### config.mk
export PLATFORM = sky130hd
export DESIGN_NAME = decrypter_core
export DESIGN_NICKNAME = d
export VERILOG_FILES = /design/src/rtl/decrypter_core.sv
export SDC_FILE = /design/constraint.sdc
export NUM_CORES = 1
export LEC_CHECK = 0
export BUFFER_PORTS_ARGS = -buffer_cell sky130_fd_sc_hd__buf_2
export CORE_ASPECT_RATIO = 1.4
export CORE_MARGIN = 2
export CORE_UTILIZATION = 45
export CTS_BUF_LIST = sky130_fd_sc_hd__clkbuf_8 sky130_fd_sc_hd__clkbuf_16
export DETAILED_ROUTE_END_ITERATION = 10
export GPL_TIMING_DRIVEN = 0
export PLACE_DENSITY = 0.68
export RECOVER_POWER = 100
export SYNTH_ARGS = -nofsm -noshare
export SYNTH_HDL_FRONTEND = slang
export SYNTH_SLANG_ARGS = --single-unit
### constraint.sdc
create_clock -name Clk -period 3.4 [get_ports Clk]
set_input_delay 0.51 -clock Clk [delete_from_list [all_inputs] [get_ports Clk]]
set_output_delay 0.51 -clock Clk [all_outputs]
set_load 0.005 [all_outputs]
### src/rtl/decrypter_core.sv
// decrypter_core: iterative 76->60-bit decryption engine.
// Undoes ROUNDS rounds of x = rotl60(x ^ rk[r], ROT), then recomputes the
// 16-bit fold tag of the recovered plaintext and flags a mismatch.
// The round keys are regenerated in the forward direction first (KEYFWD),
// then walked backwards one per decrypt round (DEC).
// Optional: define DEC_ERR_CNT_EN to add a saturating 16-bit error counter
// on port err_count.
module decrypter_core #(
  parameter int ROUNDS = 8,
  parameter int ROT    = 13
) (
  input  logic        Clk,
  input  logic        Rst,
  input  logic [59:0] key,
  input  logic        in_valid,
  output logic        in_ready,
  input  logic [75:0] in_data,
  output logic        out_valid,
  input  logic        out_ready,
  output logic [59:0] out_data,
  output logic        out_err,
  output logic        busy
`ifdef DEC_ERR_CNT_EN
  , output logic [15:0] err_count
`endif
);

  typedef enum logic [2:0] {
    S_IDLE, S_KEYFWD, S_DEC, S_CHECK, S_DONE
  } state_t;

  localparam logic [7:0] LAST_IDX = 8'(ROUNDS - 1);

  state_t      state_q;
  logic [59:0] x_q, kreg_q;
  logic [15:0] tag_q;
  logic [7:0]  cnt_q;

  logic [59:0] k_fwd_d, k_dec_d, x_dec_d;
  logic [7:0]  cnt_m1;

  function automatic logic [59:0] rotl1(input logic [59:0] v);
    return {v[58:0], v[59]};
  endfunction

  function automatic logic [59:0] rotr1(input logic [59:0] v);
    return {v[0], v[59:1]};
  endfunction

  function automatic logic [59:0] rotr_rot(input logic [59:0] v);
    return (v >> ROT) | (v << (60 - ROT));
  endfunction

  function automatic logic [15:0] fold16(input logic [59:0] v);
    logic [63:0] w;
    w = {4'b0, v};
    return w[63:48] ^ w[47:32] ^ w[31:16] ^ w[15:0];
  endfunction

  // Round datapath: forward key step, backward key step, inverse round.
  always_comb begin
    cnt_m1  = cnt_q - 8'd1;
    k_fwd_d = rotl1(kreg_q) ^ {52'b0, cnt_q};
    k_dec_d = rotr1(kreg_q ^ {52'b0, cnt_m1});
    x_dec_d = rotr_rot(x_q) ^ kreg_q;
  end

  // Control FSM with registered handshake and result outputs.
  always_ff @(posedge Clk) begin
    if (Rst) begin
      state_q   <= S_IDLE;
      x_q       <= '0;
      kreg_q    <= '0;
      tag_q     <= '0;
      cnt_q     <= '0;
      in_ready  <= 1'b1;
      busy      <= 1'b0;
      out_valid <= 1'b0;
      out_data  <= '0;
      out_err   <= 1'b0;
    end else begin
      case (state_q)
        S_IDLE: begin
          if (in_valid) begin
            x_q      <= in_data[59:0];
            tag_q    <= in_data[75:60];
            kreg_q   <= key;
            cnt_q    <= 8'd0;
            in_ready <= 1'b0;
            busy     <= 1'b1;
            state_q  <= S_KEYFWD;
          end
        end
        // Walk the schedule up to rk[ROUNDS-1]; the exit edge does no step.
        S_KEYFWD: begin
          if (cnt_q == LAST_IDX) begin
            state_q <= S_DEC;
          end else begin
            kreg_q <= k_fwd_d;
            cnt_q  <= cnt_q + 8'd1;
          end
        end
        // One inverse round per cycle; the round using rk[0] is the last.
        S_DEC: begin
          x_q    <= x_dec_d;
          kreg_q <= k_dec_d;
          cnt_q  <= cnt_m1;
          if (cnt_q == 8'd0) state_q <= S_CHECK;
        end
        S_CHECK: begin
          out_data  <= x_q;
          out_err   <= (fold16(x_q) != tag_q);
          out_valid <= 1'b1;
          state_q   <= S_DONE;
        end
        S_DONE: begin
          if (out_ready) begin
            out_valid <= 1'b0;
            in_ready  <= 1'b1;
            busy      <= 1'b0;
            state_q   <= S_IDLE;
          end
        end
        default: begin
          state_q  <= S_IDLE;
          in_ready <= 1'b1;
          busy     <= 1'b0;
        end
      endcase
    end
  end

`ifdef DEC_ERR_CNT_EN
  logic [15:0] err_cnt_q;

  // Count handed-off words that carried a tag mismatch; saturates.
  always_ff @(posedge Clk) begin
    if (Rst) begin
      err_cnt_q <= '0;
    end else if (state_q == S_DONE && out_ready && out_err &&
                 err_cnt_q != 16'hFFFF) begin
      err_cnt_q <= err_cnt_q + 16'd1;
    end
  end

  assign err_count = err_cnt_q;
`endif

endmodule
* Yosys cells after proc, flatten, opt, wreduce, memory -nomap -nowiden *
Index checks and enable logic that the tools add are counted.

word-level totals
  output and inout bits = 64
  word-level logic and storage cells = 63
  bits of input ports = 140
  register bits = 211

operators by class
  reduce and logical (&&, ||, !) cells = 12
  add/sub/neg operators = 2
  bitwise operators = 8
  eq/ne operators = 11
  mux-type cells = 20

operator list
  kind                                                 number
  2-to-1 mux 60 bit                                    3
  case mux 60 bit (3 select lines)                     1
  case mux 60 bit (2 select lines)                     1
  XOR 60 x 8 -> 60 bit                                 2
  OR 47 x 60 -> 60 bit                                 1
  XOR 60 bit                                           1
  XOR 16 bit                                           2
  case mux 8 bit (3 select lines)                      1
  2-to-1 mux 8 bit                                     2
  inequality test 16 bit                               1
  XOR 12 x 16 -> 16 bit                                1
  case mux 3 bit (5 select lines)                      1
  2-to-1 mux 3 bit                                     4
  inequality test 2 bit, second input constant         5
  adder 8 x 1 -> 8 bit, second input constant          1
  equality test 8 x 3 -> 1 bit, second input constant  1
  zero test 8 bit                                      1
  subtractor 8 x 1 -> 8 bit, second input constant     1
  equality test 3 x 2 -> 1 bit, second input constant  2
  case mux 1 bit (3 select lines)                      2
  AND reduction 2 bit                                  3
  AND reduction 3 bit                                  2
  2-to-1 mux 1 bit                                     4
  AND reduction 4 bit                                  1
  other kinds (8)                                      9

* Longest topological paths before layout *
Gate-level depths: netlist of run 1.

  depth in word-level cells = 4
  gate-level depth with buffers = 9
  mapped depth without buffers = 7

* Worst setup path before layout of run 1 *
Ideal clock, no wire load.

  kind = register -> register
  from = reg cnt_q[1]
  to = reg kreg_q[5]
  data arrival time = 1.726 ns
  path buffers = 1
  period minus slack after synthesis = 1.863 ns
  slack = 1.537 ns
  stages on the path, launching flop included = 9
  data required time = 3.263 ns
  setup time = 0.137 ns
  path through = dfxtp_1 > buf_4 > inv_1 > ha_1 > nor3b_1 > nand2_1 > xnor2_1 > a222oi_1 > a211oi_1

between the ends
  cells in the longest elaborated chain, start to end = 3
  elaborated cells on any way between the ends = 6
  those cells by class = add/sub (1); eq/ne (2); mux (1); bitwise (1); reduce/logical (1)

RTL lines
  element                                                                    RTL line  text
  start: declaration                                                         37        logic [7:0] cnt_q;
  start signal: assignment                                                   100       cnt_q <= cnt_q + 8'd1;
  start signal: assignment                                                   107       cnt_q <= cnt_m1;
  subtractor 8 x 1 -> 8 bit or equality test 8 x 3 -> 1 bit (tied branches)  62, 96
  XOR 60 x 8 -> 60 bit or inequality test 2 bit (tied branches)              n/a
  case mux 60 bit (3 select lines) or AND reduction 3 bit (tied branches)    n/a
  end signal: assignment                                                     87        kreg_q <= key;
  end signal: assignment                                                     99        kreg_q <= k_fwd_d;
  end signal: assignment                                                     106       kreg_q <= k_dec_d;
  end: declaration                                                           35        logic [59:0] x_q, kreg_q;

Several ways; a longest one is shown, not always the timed one.
A chain may end at the register's enable or synchronous reset.

* Final worst setup path of run 1 *
  from = reg state_q[0]
  to = reg out_data[41]

between the ends
  cells in the longest elaborated chain, start to end = 1

RTL lines
  element                       RTL line  text
  start: declaration            34        state_t state_q;
  start signal: assignment      71        state_q <= S_IDLE;
  start signal: assignment      91        state_q <= S_KEYFWD;
  start signal: assignment      97        state_q <= S_DEC;
  equality test 3 x 2 -> 1 bit  82        case (state_q)
  end signal: assignment        111       out_data <= x_q;
  end: declaration              20        output logic [59:0] out_data,

Every way passes these cells.

==> impl_metrics.py, run 1 <==
metrics = {
    "outcome": {
        "status": "finished clean",
    },
    "timing": {
        "max_slew_margin_pct": 39.40,
        "hold_violations": 0,
        "fmax_mhz": 348.1,
        "finalSetupTns_ns": 0,
        "worst_slew_pin_slew_ns": 0.9089,
        "fin_hold_ws_ns": 0.2218,
        "rsz0062_at_grt": "no",
        "fin_crit_sh_pct": 84.48,
        "maxSlewViolCount": 0,
        "setup_violations": 0,
        "final.min_clock_period_ns": 2.872,
        "fin_skew_ns": 0.02404,
    },
    "power": {
        "pwr-share-comb_pct": 14.9,
        "leakagePower_nw": 5.855,
        "intPower_w": 0.004352,
        "vdd_drop_max_v": 0.0003503,
        "switching_share_pct": 29.08,
        "clkPwrFrac_pct": 39.5,
        "powerDensity_mw_per_mm2": 440.7,
        "switchingPower_w": 0.001784,
        "p_seq_share_pct": 45.6,
    },
    "finish": {
        "layout_commonest_cell": "nand2_1",
        "finalCoreUtilization_pct": 53.53,
        "fin_area_mm2": 0.01392,
        "layout.nets": 1988,
        "n_fill_cell": 2538,
        "drive_above_1_share_pct": 13.16,
        "diodes": 0,
        "syn2layout_area_growth_pct": 17.61,
        "final_cell_mix": "nand2_1, a21oi_1, dfxtp_1",
    },
    "floorplanning": {
        "die_h_um": 195.9,
        "core-area_mm2": 0.02601,
        "die_w_um": 141.1,
        "ios": 204,
        "die-area_mm2": 0.02764,
        "start_util_pct": 45.51,
        "rows": 70,
    },
    "worst_setup_path": {
        "cp-end-kind": "flip-flop",
        "crit_type": "reg2reg",
        "cp.arrival_ns": 3.25,
        "required_ns": 3.78,
        "start_kind": "flip-flop",
        "cp_max_fo": 10,
    },
    "routing": {
        "wire_per_inst_um": 20.57,
        "vias_per_cell": 5.882,
        "num_vias": 12850,
        "totalWireLength_um": 44940,
        "first_pass_iters": 8,
        "initialDrtViolationCount": 1178,
        "drtAntennaViolNets": 0,
        "drc": 0,
    },
    "placement": {
        "routabilityCongestion": 0.9571,
        "dpl-instance-area_mm2": 0.01326,
        "dpl.hpwl_um": 33920,
        "port_buffers": 203,
    },
    "logic_synthesis": {
        "synth_top_flop_cell": "dfxtp_1",
        "seq_area_frac_synth_pct": 35.68,
        "ys_ff_latch": 211,
        "synth_edf_count": 0,
        "synth_cell_types": 54,
        "ys.warnings.count": 0,
        "async_flop_share_pct": 0,
        "syn_nets": 1760,
        "syn_area_per_cell_um2": 7.321,
        "synthCells": 1617,
        "synth_area_mm2": 0.01184,
    },
    "clocking": {
        "ctsResizeCount": 0,
        "numCtsBuffers": 23,
        "cts_hold_buffers": 0,
        "clkTransAtPathRegs_ns": 0.06,
        "clk_path_buf_depth": 3,
        "clock-sinks": 211,
        "root_buffer": "clkbuf_16",
        "cts_setup_buffers": 0,
        "cts_tree": "yes",
        "cts_max_level": 1,
        "clk_latency_ns": 0.54,
    },
    "global_route": {
        "grt_usage_pct": 31.31,
        "grt_max_degree": 14,
        "first_global_vias": 12000,
        "overflow": 0,
        "antenna_found_initial": 0,
        "grt_pass1_wl_um": 67290,
    },
    "min_path": {
        "hold_class": "in2reg",
    },
    "job": {
        "maxCapViolCount": 0,
    },
}
[registers in the layout (all words and copies together) (netlist names)]
| name | cells |
|---|---|
| busy | 1 |
| cnt_q | 8 |
| in_ready | 1 |
| kreg_q | 60 |
| out_data | 60 |
| out_err | 1 |
| out_valid | 1 |
| state_q | 3 |
| tag_q | 16 |
| x_q | 60 |
[worst max-delay path, cell delays in order, from the launching register on]
cell,delay [ns]
dfxtp_1,0.32
clkbuf_1,0.35
clkbuf_1,0.44
clkbuf_1,0.46
nand2_1,0.50
clkbuf_1,0.43
nand2_1,0.16
a21oi_1,0.07
[cell type report]
type / count / area [um^2] / area share [%]
Timing Repair Buffer: 203 / 983.4 / 7.063
Multi-Input combinational cell: 1206 / 6779 / 48.69
Clock buffer: 29 / 658.1 / 4.727
Clock inverter: 12 / 67.56 / 0.4853
Tap cell: 324 / 405.4 / 2.912
Buffer: 147 / 606.8 / 4.358
Sequential cell: 211 / 4224 / 30.34
Inverter: 53 / 198.9 / 1.429
[Yosys cell counts, types with 9 or more instances]
cell type    n  area (um^2)
dfxtp_1    211         4224
nand2_1    337         1265
a311oi_1    60        525.5
buf_2       36        180.2
clkbuf_1    92        345.3
a211o_1     50        437.9
a211oi_1    61        457.9
nor3_1      55        275.3
xor2_1      81        709.4
nor2_1     186        698.2
a222oi_1     9        90.09
inv_1       53        198.9
a21oi_1    243         1216
buf_1       12        45.04
xnor2_1     50        437.9
[power groups by stage]
stage / clock network, W / registers (W) / logic, W
floorplan: 0 / 0.00274 / 0.000633
global placement: 0 / 0.00284 / 0.000879
detailed placement: 0 / 0.00284 / 0.000896
CTS: 0.00243 / 0.00279 / 0.000900
global route: 0.00253 / 0.00280 / 0.000999
finish: 0.00242 / 0.00280 / 0.000913
[through the flow]
| step | power (W) | worst slack (ns) | cells |
|---|---|---|---|
| 6_report | 0.006136 | 0.5277 | 2185 |
| 3_3_place_gp | 0.003722 | 0.9569 | 2144 |
| 4_1_cts | 0.006122 | 0.9235 | 2185 |
| 5_1_grt | 0.006324 | 0.3962 | 2185 |
| 3_5_place_dp | 0.003739 | 0.9511 | 2144 |
| 2_1_floorplan | 0.003370 | 1.537 | 1617 |
[worst paths after layout]
path	start	endpoint	slack, ns	cells past startpoint
setup / recovery	state_q[0]	out_data[41]	0.53	7
hold / removal	in_data[74]	tag_q[14]	0.22	3
setup reg to reg	state_q[0]	out_data[41]	0.53	7
hold reg to reg	out_data[53]	out_data[53]	0.45	2
[kinds of logic after synthesis]
| kind of cell | synth area share, % |
|---|---|
| AOI/OAI and AO/OA | 24.74 |
| and+or+nand+nor | 21.23 |
| buffers and inverters | 7.007 |
| xor gates and xnor gates | 11.02 |
| DFF | 35.68 |
| adders and majority gates | 0.3171 |
[routing by layer]
layer	routed length [um]	up-vias	global-route usage [%]	part of all wire, %
met5	0	-	0	0
met4	3736	0	21.96	8.3
met3	3094	161	3.051	6.9
met2	20760	672	51.71	46
met1	17350	5998	38.16	39
li1	-	6022	-	-
No activity file was read; power rests on OpenSTA's default activity.
==> run 2, diff against run 1 <==
--- a/config.mk
+++ b/config.mk
@@ -5,6 +5,7 @@
 export SDC_FILE = /design/constraint.sdc
 export NUM_CORES = 1
 export LEC_CHECK = 0
+export ABC_AREA = 1
 export BUFFER_PORTS_ARGS = -buffer_cell sky130_fd_sc_hd__buf_2
 export CORE_ASPECT_RATIO = 1.4
 export CORE_MARGIN = 2
@@ -12,7 +13,7 @@
 export CTS_BUF_LIST = sky130_fd_sc_hd__clkbuf_8 sky130_fd_sc_hd__clkbuf_16
 export DETAILED_ROUTE_END_ITERATION = 10
 export GPL_TIMING_DRIVEN = 0
-export PLACE_DENSITY = 0.68
+export PLACE_DENSITY = 0.69
 export RECOVER_POWER = 100
 export SYNTH_ARGS = -nofsm -noshare
 export SYNTH_HDL_FRONTEND = slang
==> constraint.sdc (replaced) <==
create_clock -name Clk -period 3 [get_ports Clk]
set_input_delay 0.45 -clock Clk [delete_from_list [all_inputs] [get_ports Clk]]
set_output_delay 0.45 -clock Clk [all_outputs]
set_load 0.005 [all_outputs]
==> impl_metrics.py, run 2 <==
metrics = {
    "timing": {
        "fmax_mhz": 390.4,
        "finalSetupTns_ns": 0,
        "hold_violations": 0,
        "fin_crit_sh_pct": 85.39,
        "maxSlewViolCount": 0,
        "setup_violations": 0,
        "final.min_clock_period_ns": 2.562,
        "worst_slew_pin_slew_ns": 0.7904,
        "fin_hold_ws_ns": 0.1808,
        "fin_skew_ns": 0.01427,
        "max_slew_margin_pct": 47.31,
        "rsz0062_at_grt": "no",
    },
    "routing": {
        "wire_per_inst_um": 20.33,
        "wl_met1_um": 16070,
        "drtAntennaViolNets": 0,
        "num_vias": 11310,
        "vias_per_cell": 5.526,
        "top_layer_used": "met4",
        "routed-wl-met2_um": 19990,
        "first_pass_iters": 6,
        "totalWireLength_um": 41590,
        "drc": 0,
        "route.met3.wl_um": 2676,
        "initialDrtViolationCount": 1026,
    },
    "logic_synthesis": {
        "yosys-top-cells-count": "nand2_1, dfxtp_1, o21ai_0",
        "synth_cell_types": 35,
        "synthCells": 1499,
        "async_flop_share_pct": 0,
        "synth.top_cell.area_share_pct": 39.39,
        "synth_area_leader_cell": "dfxtp_1",
        "ys_ff_latch": 211,
        "synth_area_mm2": 0.01072,
        "syn_nets": 1642,
        "seq_area_frac_synth_pct": 39.39,
        "synth_top_flop_cell": "dfxtp_1",
        "ys.warnings.count": 0,
        "syn_area_per_cell_um2": 7.154,
        "synth_most_common_cell": "nand2_1",
        "synth_edf_count": 0,
        "synth_area_leaders": "dfxtp_1, o21ai_0, a21oi_1, nand2_1, xnor2_1",
    },
    "clocking": {
        "cts_hold_buffers": 0,
        "clock-sinks": 211,
        "cts_max_level": 1,
        "ctsResizeCount": 0,
        "numCtsBuffers": 23,
        "root_buffer": "clkbuf_16",
        "cts_setup_buffers": 0,
        "clk_path_buf_depth": 3,
        "clk_latency_ns": 0.52,
        "cts_tree": "yes",
        "clkTransAtPathRegs_ns": 0.06,
    },
    "job": {
        "maxCapViolCount": 0,
    },
    "global_route": {
        "antenna_found_initial": 0,
        "overflow": 0,
        "grt_usage_pct": 32.09,
        "first_global_vias": 10780,
        "grt_max_degree": 15,
        "grt_pass1_wl_um": 61530,
    },
    "floorplanning": {
        "rows": 66,
        "die-area_mm2": 0.02510,
        "start_util_pct": 46.05,
        "core-area_mm2": 0.02329,
        "die_w_um": 134.5,
        "die_h_um": 186.7,
        "ios": 204,
    },
    "worst_setup_path": {
        "cp.arrival_ns": 2.94,
        "start_kind": "flip-flop",
        "cp-end-kind": "flip-flop",
        "cp_max_fo": 10,
        "crit_type": "reg2reg",
        "required_ns": 3.38,
    },
    "placement": {
        "port_buffers": 202,
        "dpl.hpwl_um": 32630,
        "routabilityCongestion": 0.9888,
    },
    "power": {
        "vdd_drop_max_v": 0.0006503,
        "leakagePower_nw": 5.790,
        "powerDensity_mw_per_mm2": 964.9,
    },
    "min_path": {
        "hold_class": "in2reg",
    },
    "outcome": {
        "status": "finished clean",
    },
    "finish": {
        "diodes": 0,
        "layout_commonest_cell": "nand2_1",
        "n_fill_cell": 2379,
        "final_cell_mix": "nand2_1, o21ai_0, dfxtp_1",
        "top_regs": "kreg_q: 60 flops, out_data: 60 flops, x_q: 60 flops",
        "drive_above_1_share_pct": 14.83,
        "layout.nets": 1869,
        "syn2layout_area_growth_pct": 19.71,
    },
}
## run 2: cell count changes in the layout (fill, tap and decap cells not counted), moves of 60 or more
cell      before  now
a21oi_1      243  181
inv_1         59  172
a311oi_1      60    0
nor2_1       186  115
o211ai_1       2   65
o21ai_0        3  214
nand2_1      337  229
xor2_1        81   14
## run 2: cell families after synthesis
family / count (synthesis) / synth area share, %
buffers and inverters: 270 / 10.45
XOR/XNOR: 97 / 7.922
AO/OA/AOI/OAI: 510 / 26.27
adder cells (fa/ha/maj): 3 / 0.3501
flip-flops: 211 / 39.39
AND/OR/NAND/NOR: 408 / 15.61
## run 2: worst paths after layout
| kind | slack [ns] | endpoint | cells past startpoint | start |
|---|---|---|---|---|
| max | 0.44 | kreg_q[28] | 8 | state_q[0] |
| min | 0.18 | tag_q[15] | 3 | in_data[75] |
| max reg2reg | 0.44 | kreg_q[28] | 8 | state_q[0] |
| min reg2reg | 0.47 | out_valid | 2 | out_valid |
## run 2: area by class of cell
cell class              count  area (um^2)  area share [%]
clock buffers              25        603.1           4.698
multi-input cells        1018         5369           41.82
inverters                 173        654.4           5.097
flip-flops and latches    211         4224           32.90
plain buffers              97        447.9           3.489
well taps                 306        382.9           2.982
clock inverters            14        172.7           1.345
repair buffers            202        983.4           7.661
## run 2: metal layers
metal	GRT usage, %	vias to the layer above
met5	0	-
met4	18.66	0
met3	4.265	148
met2	55.30	518
met1	37.77	5198
li1	-	5443
## run 2: through the flow
stage               worst slack [ns]  cells  total power [W]  cell area, um^2  utilization (%)
global placement              0.5873   2007         0.009265            12120            52.04
finish                        0.4383   2046          0.01239            12840            55.13
detailed placement            0.6079   2007         0.009333            12120            52.04
global route                  0.3438   2046          0.01302            12840            55.13
floorplan                      1.430   1499         0.007548            10720                -
CTS                           0.8056   2046          0.01228            12890            55.37
## run 2: critical path, stage by stage (launching register included)
cell and delay [ns]:
dfxtp_1 0.34, nor2_1 0.17, inv_2 0.09, nor2_4 0.10
clkbuf_1 0.53, nor2_1 0.32, clkbuf_1 0.40, a221oi_1 0.36
a21oi_1 0.10
## run 2: report_power, final
part	total (W)	internal [W]	switching (W)
combinational	0.00490	0.00182	0.00308
sequential	0.00449	0.00350	0.000997
clock	0.00299	0.00179	0.00120
total	0.0124	0.00710	0.00528
==> run 3, diff against run 2 <==
--- a/config.mk
+++ b/config.mk
@@ -9,11 +9,11 @@
 export BUFFER_PORTS_ARGS = -buffer_cell sky130_fd_sc_hd__buf_2
 export CORE_ASPECT_RATIO = 1.4
 export CORE_MARGIN = 2
-export CORE_UTILIZATION = 45
+export CORE_UTILIZATION = 46
 export CTS_BUF_LIST = sky130_fd_sc_hd__clkbuf_8 sky130_fd_sc_hd__clkbuf_16
 export DETAILED_ROUTE_END_ITERATION = 10
 export GPL_TIMING_DRIVEN = 0
-export PLACE_DENSITY = 0.69
+export PLACE_DENSITY = 0.7
 export RECOVER_POWER = 100
 export SYNTH_ARGS = -nofsm -noshare
 export SYNTH_HDL_FRONTEND = slang
==> impl_metrics.py, run 3 (synthesis results as in run 2) <==
metrics = {
    "worst_setup_path": {
        "reg2regPathDepth": 9,
        "cp_max_fo": 10,
        "crit_type": "reg2reg",
        "start_kind": "flip-flop",
        "cp-end-kind": "flip-flop",
        "required_ns": 3.37,
        "cp.arrival_ns": 2.90,
    },
    "floorplanning": {
        "die_w_um": 133.0,
        "core-area_mm2": 0.02304,
        "rows": 66,
        "die_h_um": 184.7,
        "die-area_mm2": 0.02457,
        "ios": 204,
        "start_util_pct": 46.55,
    },
    "timing": {
        "setup_violations": 0,
        "maxSlewViolCount": 0,
        "fin_crit_sh_pct": 84.44,
        "max_slew_margin_pct": 48.10,
        "fin_skew_ns": 0.01504,
        "finalSetupTns_ns": 0,
        "worst_slew_pin_slew_ns": 0.7786,
        "final.min_clock_period_ns": 2.533,
        "fmax_mhz": 394.7,
        "hold_violations": 0,
        "rsz0062_at_grt": "no",
    },
    "finish": {
        "drive_above_1_share_pct": 14.20,
        "layout.nets": 1868,
        "final_cell_mix": "nand2_1, o21ai_0, dfxtp_1",
        "fin_cells": 2046,
        "diodes": 0,
        "n_fill_cell": 2293,
        "syn2layout_area_growth_pct": 19.31,
        "layout_commonest_cell": "nand2_1",
        "top_regs": "kreg_q: 60 flops, out_data: 60 flops, x_q: 60 flops",
    },
    "global_route": {
        "grt_usage_pct": 32.39,
        "overflow": 0,
        "antenna_found_initial": 0,
        "grt_pass1_wl_um": 60440,
        "first_global_vias": 10770,
        "grt_max_degree": 16,
    },
    "clocking": {
        "numCtsBuffers": 22,
        "clkTransAtPathRegs_ns": 0.07,
        "clk_path_buf_depth": 3,
        "ctsResizeCount": 0,
        "clk_latency_ns": 0.51,
        "cts_max_level": 1,
        "cts_tree": "yes",
        "root_buffer": "clkbuf_16",
        "clock-sinks": 211,
        "cts_hold_buffers": 0,
        "cts_setup_buffers": 0,
    },
    "routing": {
        "drtAntennaViolNets": 0,
        "first_pass_iters": 5,
        "initialDrtViolationCount": 1035,
        "drc": 0,
        "totalWireLength_um": 41150,
        "num_vias": 11280,
        "vias_per_cell": 5.515,
        "wire_per_inst_um": 20.11,
    },
    "placement": {
        "dpl.hpwl_um": 32400,
        "routabilityCongestion": 0.9442,
        "dp_cells": 2007,
        "port_buffers": 202,
    },
    "power": {
        "leakagePower_nw": 5.728,
        "vdd_drop_max_v": 0.0005534,
        "powerDensity_mw_per_mm2": 960.5,
    },
    "min_path": {
        "hold_class": "in2reg",
        "holdPathStages": 3,
    },
    "outcome": {
        "status": "finished clean",
    },
    "job": {
        "maxCapViolCount": 0,
    },
}
-- run 3: path summary, 6_finish.rpt --
check	start	endpoint	slack, ns
worst max-delay path	cnt_q[0]	kreg_q[43]	0.47
worst min-delay path	in_data[65]	tag_q[5]	0.17
worst max register to register	cnt_q[0]	kreg_q[43]	0.47
worst min register to register	out_valid	out_valid	0.47
-- run 3: report_power, final --
| part | internal [W] | total (W) | switching [W] |
|---|---|---|---|
| Combinational | 0.00178 | 0.00486 | 0.00307 |
| Clock | 0.00175 | 0.00294 | 0.00119 |
| Sequential | 0.00350 | 0.00449 | 0.000995 |
-- run 3: worst max-delay path: stages (launching register included) --
cell and delay, ns:
dfxtp_1 0.41, ha_1 0.26, nand2_1 0.11, inv_1 0.06, nand3_1 0.15, o21bai_4 0.13, inv_1 0.25, clkbuf_1 0.41
clkbuf_1 0.46, a21oi_1 0.13
-- run 3: layout make-up --
| class | instances | area (um^2) | share of cell area (%) |
|---|---|---|---|
| repair buffers | 202 | 974.7 | 7.618 |
| clock buffers | 27 | 630.6 | 4.929 |
| well taps | 306 | 382.9 | 2.992 |
| clock inverters | 12 | 137.6 | 1.076 |
| multi-input cells | 1018 | 5369 | 41.96 |
| flip-flops and latches | 211 | 4224 | 33.01 |
| plain buffers | 97 | 421.7 | 3.296 |
| inverters | 173 | 654.4 | 5.114 |
-- run 3: per-layer routing --
layer  global-route usage (%)  vias up  wire, um
li1                         -     5440         -
met1                    37.35     5211     15870
met2                    58.80      522     20390
met3                    3.933      110      2658
met4                    16.39        0      2233
met5                        0        -         0
-- run 3: through the flow --
stage / hold WS [ns] / cell area, um^2 / setup slack, ns / util [%] / total power (W)
2_1_floorplan: 0.4437 / 10720 / 1.430 / - / 0.007548
3_3_place_gp: 0.4530 / 12120 / 0.6329 / 52.60 / 0.009246
3_5_place_dp: 0.4644 / 12120 / 0.6397 / 52.60 / 0.009318
4_1_cts: 0.1660 / 12890 / 0.8229 / 55.93 / 0.01222
5_1_grt: 0.1776 / 12790 / 0.3743 / 55.53 / 0.01291
6_report: 0.1717 / 12790 / 0.4667 / 55.53 / 0.01229
